File: config.mk
export PLATFORM = sky130hd
export DESIGN_NAME = div_arbiter
export DESIGN_NICKNAME = d
export VERILOG_FILES = /design/src/rtl/div_arbiter.sv
export SDC_FILE = /design/constraint.sdc
export NUM_CORES = 1
export LEC_CHECK = 0
export ABC_AREA = 1
export CAP_MARGIN = 20
export CORE_AREA = 4 4 153 155
export DETAILED_ROUTE_END_ITERATION = 7
export DIE_AREA = 0 0 157 159
export GPL_TIMING_DRIVEN = 0
export PLACE_DENSITY = 0.73
export SLEW_MARGIN = 5
export SYNTH_ARGS = -nofsm -noshare
export SYNTH_HDL_FRONTEND = slang
export SYNTH_SLANG_ARGS = --single-unit
File: constraint.sdc
create_clock -name clk_div -period 2.32 [get_ports clk_div]
set_input_delay 0.464 -clock clk_div [delete_from_list [all_inputs] [get_ports clk_div]]
set_output_delay 0.464 -clock clk_div [all_outputs]
set_load 0.005 [all_outputs]
File: src/rtl/div_arbiter.sv
// Round-robin arbiter sharing one sequential divider among NUM_REQ requesters.
// Optional RUN watchdog enabled by defining DIV_ARB_TIMEOUT_EN.
module div_arbiter #(
    parameter int NUM_REQ        = 3,
    parameter int TIMEOUT_CYCLES = 64
) (
    input  logic                    clk_div,
    input  logic                    reset_n,
    input  logic [NUM_REQ-1:0]      req,
    input  logic [32*NUM_REQ-1:0]   req_dividend,
    input  logic [32*NUM_REQ-1:0]   req_divisor,
    output logic [NUM_REQ-1:0]      grant,
    output logic [NUM_REQ-1:0]      done,
    output logic [31:0]             res_quotient,
    output logic [31:0]             res_remainder,
    output logic                    res_err,
    output logic                    busy,
    output logic                    div_reset,
    output logic                    div_start,
    output logic [31:0]             div_dividend,
    output logic [31:0]             div_divisor,
    input  logic                    div_done,
    input  logic [31:0]             div_quotient,
    input  logic [31:0]             div_remainder
);
    localparam int PW = $clog2(NUM_REQ);

    if (NUM_REQ < 2 || NUM_REQ > 8 || TIMEOUT_CYCLES < 1) begin : g_param_chk
        $error("div_arbiter: NUM_REQ must be 2..8 and TIMEOUT_CYCLES >= 1");
    end

    typedef enum logic [1:0] {S_IDLE, S_LOAD, S_RUN, S_DONE} state_e;

    state_e             state_q, state_d;
    logic [PW-1:0]      ptr_q, owner_q, win_idx;
    logic               win_vld;
    logic [NUM_REQ-1:0] grant_q;
    logic [31:0]        dvd_q, dvs_q, quot_q, rem_q;
    logic               err_q, div0, tmo_hit;
    logic [31:0]        dvd_a [NUM_REQ];
    logic [31:0]        dvs_a [NUM_REQ];

    for (genvar i = 0; i < NUM_REQ; i++) begin : g_ops
        assign dvd_a[i] = req_dividend[32*i +: 32];
        assign dvs_a[i] = req_divisor[32*i +: 32];
    end

    assign div0 = (dvs_q == 32'd0);

    // First requesting index at or above ptr, wrapping past NUM_REQ-1.
    always_comb begin
        logic [PW:0] cand;
        win_vld = 1'b0;
        win_idx = '0;
        cand    = '0;
        for (int k = 0; k < NUM_REQ; k++) begin
            cand = {1'b0, ptr_q} + (PW+1)'(k);
            if (cand >= (PW+1)'(NUM_REQ)) cand = cand - (PW+1)'(NUM_REQ);
            if (!win_vld && req[cand[PW-1:0]]) begin
                win_vld = 1'b1;
                win_idx = cand[PW-1:0];
            end
        end
    end

`ifdef DIV_ARB_TIMEOUT_EN
    localparam int CW = $clog2(TIMEOUT_CYCLES + 1);
    logic [CW-1:0] tmo_q;

    always_ff @(posedge clk_div) begin
        if (!reset_n || state_q == S_LOAD) tmo_q <= '0;
        else if (state_q == S_RUN)         tmo_q <= tmo_q + 1'b1;
    end
    assign tmo_hit = (tmo_q == CW'(TIMEOUT_CYCLES - 1));
`else
    assign tmo_hit = 1'b0;
`endif

    always_ff @(posedge clk_div) begin
        if (!reset_n) state_q <= S_IDLE;
        else          state_q <= state_d;
    end

    always_comb begin
        state_d = state_q;
        case (state_q)
            S_IDLE: if (win_vld) state_d = S_LOAD;
            S_LOAD: state_d = div0 ? S_DONE : S_RUN;
            S_RUN:  if (div_done || tmo_hit) state_d = S_DONE;
            S_DONE: state_d = S_IDLE;
            default: state_d = S_IDLE;
        endcase
    end

    always_comb begin
        busy      = (state_q != S_IDLE);
        div_start = (state_q == S_RUN);
        div_reset = (state_q != S_RUN);
        done      = (state_q == S_DONE) ? grant_q : '0;
    end

    always_ff @(posedge clk_div) begin
        if (!reset_n) begin
            ptr_q   <= '0;
            owner_q <= '0;
            grant_q <= '0;
            dvd_q   <= '0;
            dvs_q   <= '0;
            quot_q  <= '0;
            rem_q   <= '0;
            err_q   <= 1'b0;
        end else begin
            case (state_q)
                S_IDLE: if (win_vld) begin
                    owner_q <= win_idx;
                    grant_q <= NUM_REQ'(1) << win_idx;
                    dvd_q   <= dvd_a[win_idx];
                    dvs_q   <= dvs_a[win_idx];
                end
                S_LOAD: if (div0) begin
                    quot_q <= 32'hFFFF_FFFF;
                    rem_q  <= dvd_q;
                    err_q  <= 1'b1;
                end
                S_RUN: if (div_done) begin
                    quot_q <= div_quotient;
                    rem_q  <= div_remainder;
                    err_q  <= 1'b0;
                end else if (tmo_hit) begin
                    quot_q <= '0;
                    rem_q  <= '0;
                    err_q  <= 1'b1;
                end
                S_DONE: begin
                    grant_q <= '0;
                    ptr_q   <= (owner_q == PW'(NUM_REQ - 1)) ? '0 : owner_q + 1'b1;
                end
                default: ;
            endcase
        end
    end

    assign grant         = grant_q;
    assign res_quotient  = quot_q;
    assign res_remainder = rem_q;
    assign res_err       = err_q;
    assign div_dividend  = dvd_q;
    assign div_divisor   = dvs_q;
endmodule
==> run_results.csv <==
group,metric,value,unit
drt,wire_per_inst,18.4,µm
place,numPortBuffers,398,
sta,fin_tns_setup,0,ns
synth,synthTopCellsByArea,"dfxtp_1, nand3_1, a21oi_1, nand2_1, inv_1",
drt,viasPerCell,5.03,
grt,globalRoute.totalOverflow,0,
final_layout,stdcell_area,13000,µm²
worst_setup_path,cp-startpoint,"state_q[0]",
floorplan,initial_utilization,0.361,
synth,synth_top_flop_cell,"dfxtp_1",
worst_setup_path,path_max_fanout,10,
worst_setup_path,path_buf_inv,6,
synth,synth_common_cells,"nand3_1, a21oi_1, nand2_1, inv_1, dfxtp_1",
sta,rsz0062_at_grt,"no",
synth,yosys.area.top_type_share,0.350,
place,postPlaceCellArea,12200,µm²
clock_tree,cts_inserted_buffers,17,
grt,grtUsageMet1,0.320,
sta,worst_pin_slew,0.719,ns
synth,netlist-cell-type-count,31,
place,place_ws,-0.283,ns
clock_tree,cts_buffer_depth,2,
sta,max_slew_margin,0.521,
drt,wirelength,34700,µm
worst_setup_path,critPathArrivalTime,2.51,ns
worst_setup_path,slowest_delay,0.42,ns
floorplan,dieArea,25000,µm²
power,p_seq_frac,0.268,
power,ir_worst_vdd,0.436,mV
place,dp_hpwl,27200,µm
place,place_congestion,0.940,
power,leakagePower,5.61,nW
synth,async_flop_share,0,
sta,fin_crit,2.20,ns
synth,syn_nets,1441,
synth,synth.most_common_cell,"nand3_1",
final_layout,finalNonFillerCells,1884,
floorplan,core_area,21800,µm²
power,switching_share,0.408,
drt,drtAntennaViolNets,0,
drt,drt_pass1_iterations,5,
min_path,hold_path_class,"reg2reg",
grt,grt_use_met2,0.462,
synth,synth_seq_area_share,0.350,
synth,synth_seq_cells,138,
place,place_inst,1848,
clock_tree,cts_tree,"built",
sta,finalCritPeriodShare,0.948,
grt,grt_pass1_vias,9351,
power,cellPowerDensity,1200,nW/µm²
worst_setup_path,cp_data_required_time,2.63,ns
drt,drtIter0Drc,598,
sta,setup_viol,0,
worst_setup_path,critical_path.cell_chain,"inv_1 -> ha_1 -> buf_6 -> inv_4 -> buf_4 -> or2_2 -> clkbuf_4 -> buf_2 -> a21oi_1 -> nor2_1",
worst_setup_path,worst_path_dominant_cell_family,"buffers and inverters",
power,p_int,9.25,mW
grt,grt_pass1_wl,52800,µm
flow_run,drv_cap,0,
synth,synth_cells,1170,
grt,grt_max_degree,17,
synth,yosysWarnings,0,
sta,finClkSkew,0.00838,ns
worst_setup_path,ff2ff_path_depth,10,
clock_tree,holdBufCountCts,0,
final_layout,area_growth,64.6,%
final_layout,drive_gt1_frac,0.110,
clock_tree,clk_pin_slew,0.07,ns
sta,max_freq,455,MHz
grt,grt_util_met3,0.0739,
sta,fin_ws,0.122,ns
drt,vias,9479,
min_path,holdPathEnd,"res_quotient[15]",
synth,synth_edf_count,0,
worst_setup_path,end_kind,"register",
floorplan,dieWidth,157,µm
sta,final_max_slew_viol_count,0,
worst_setup_path,crit_slowest_cell,"or2_2",
min_path,hp-start,"res_quotient[15]",
grt,top_usage_layer,"met2",
clock_tree,clk_latency,0.42,ns
worst_setup_path,start_kind,"register",
power,comb_power_share,0.544,
drt,drt_drc_violations_left,0,
sta,hold_ws,0.462,ns
worst_setup_path,r2r-end,"res_remainder[23]",
floorplan,io_pins,400,
grt,antenna_found_initial,2,
floorplan,num_rows,54,
synth,avgSynthCellArea,6.74,µm²
clock_tree,cts_root_buf,"clkbuf_16",
grt,track_usage,0.269,
clock_tree,clkSinkCount,138,
final_layout,nets,1861,
min_path,worstHoldPathCells,2,
worst_setup_path,regToRegSetupSlack,0.12,ns
power,total_power,15.6,mW
run_status,run_status,"complete, no violations",
synth,syn-cell-area,7890,µm²
worst_setup_path,path_class,"reg2reg",
power,p_clk_frac,0.187,
power,p_sw,6.38,mW
final_layout,final_core_util,0.595,
synth,synth_top_cell_by_area,"dfxtp_1",
worst_setup_path,reg2reg_from,"state_q[0]",
floorplan,die_h,159,µm
sta,final-hold-violation-count,0,
clock_tree,htree_num_levels,4,
worst register-to-register path: stages, from the launching register on:
cell      delay (ns)
dfxtp_2         0.32
inv_1           0.10
ha_1            0.19
buf_6           0.16
inv_4           0.06
buf_4           0.16
or2_2           0.42
clkbuf_4        0.25
buf_2           0.19
a21oi_1         0.18
nor2_1          0.06
placed cells by master (no fill, tap or decap), types with 2 or more instances in the layout:
cell type,Yosys,layout
mux2i_1,32,32
clkinv_4,0,4
dfxtp_1,138,135
buf_4,21,21
nand2_1,161,159
buf_2,25,17
a21oi_2,9,9
clkdlybuf4s50_1,0,397
ha_1,9,6
bufinv_16,0,3
nand2_2,5,6
dfxtp_2,0,3
nor2_4,1,2
nand4_1,4,4
nor2_1,53,53
o21ai_0,62,61
a21oi_1,193,193
or2_2,34,34
inv_2,8,7
buf_1,8,6
nand2_4,1,2
o21ai_1,8,9
inv_1,142,142
nand3_1,205,205
clkbuf_4,0,8
buf_6,10,14
clkbuf_16,0,17
ha_2,0,2
clkbuf_1,31,19
clkbuf_8,0,2
inv_6,0,4
clkbuf_2,0,11
nand3_2,2,2
worst max path at each step:
stage / end / slack, ns / depth (start not counted)
finish: res_remainder[23] / 0.12 / 10
global route: res_remainder[19] / 0.0005 / 10
CTS: div_dividend[6] / 0.02 / 12
detailed placement: div_divisor[10] / -0.28 / 10
global placement: div_divisor[10] / -0.27 / 10
floorplan: div_dividend[12] / 0.38 / 12
per-layer routing:
layer	routed length [µm]	vias up
met2	16900	418
met5	8	-
met3	3210	64
li1	-	4678
met1	13400	4317
met4	1100	2
what timing repair did:
item / in CTS / in global routing
setup buffers: 4 / 0
endpoints found under the setup margin: 104 / 124
pin swaps: 1 / 3
gates resized for setup: 16 / 38
sequential cells by signal, summed over array words and instances (netlist names):
signal         cells
div_divisor       32
owner_q            2
res_err            1
div_dividend      32
res_quotient      32
ptr_q              2
grant              3
res_remainder     32
state_q            2
final cells by class:
cell class	instances	area (µm²)
plain buffers	94	608
clock buffers	18	439
repair buffers	402	4010
inverters	151	569
multi-input cells	786	4050
well taps	280	350
fillers	2093	8840
clock inverters	14	184
flip-flops and latches	138	2770
diodes	1	2.50
power groups by stage:
stage	registers [mW]	clock network [mW]	logic [mW]
final	4.19	2.93	8.51
after global routing	4.31	3.06	9.42
after CTS	4.18	2.96	8.45
after detailed placement	4.21	0	8.32
after global placement	4.20	0	8.23
after floorplan	4.06	0	4.37
logic make-up (layout without fill, tap and decap cells):
| kind of cell | count (synthesis) | in the layout | synth area share |
|---|---|---|---|
| buf+inv | 246 | 679 | 0.141 |
| fa+ha+maj | 9 | 9 | 0.0143 |
| simple gates | 472 | 472 | 0.276 |
| flops | 138 | 138 | 0.350 |
| other cells | 0 | 1 | 0 |
| mux | 32 | 32 | 0.0406 |
| compound gates | 273 | 273 | 0.178 |
No activity file was read; power rests on OpenSTA's default activity.
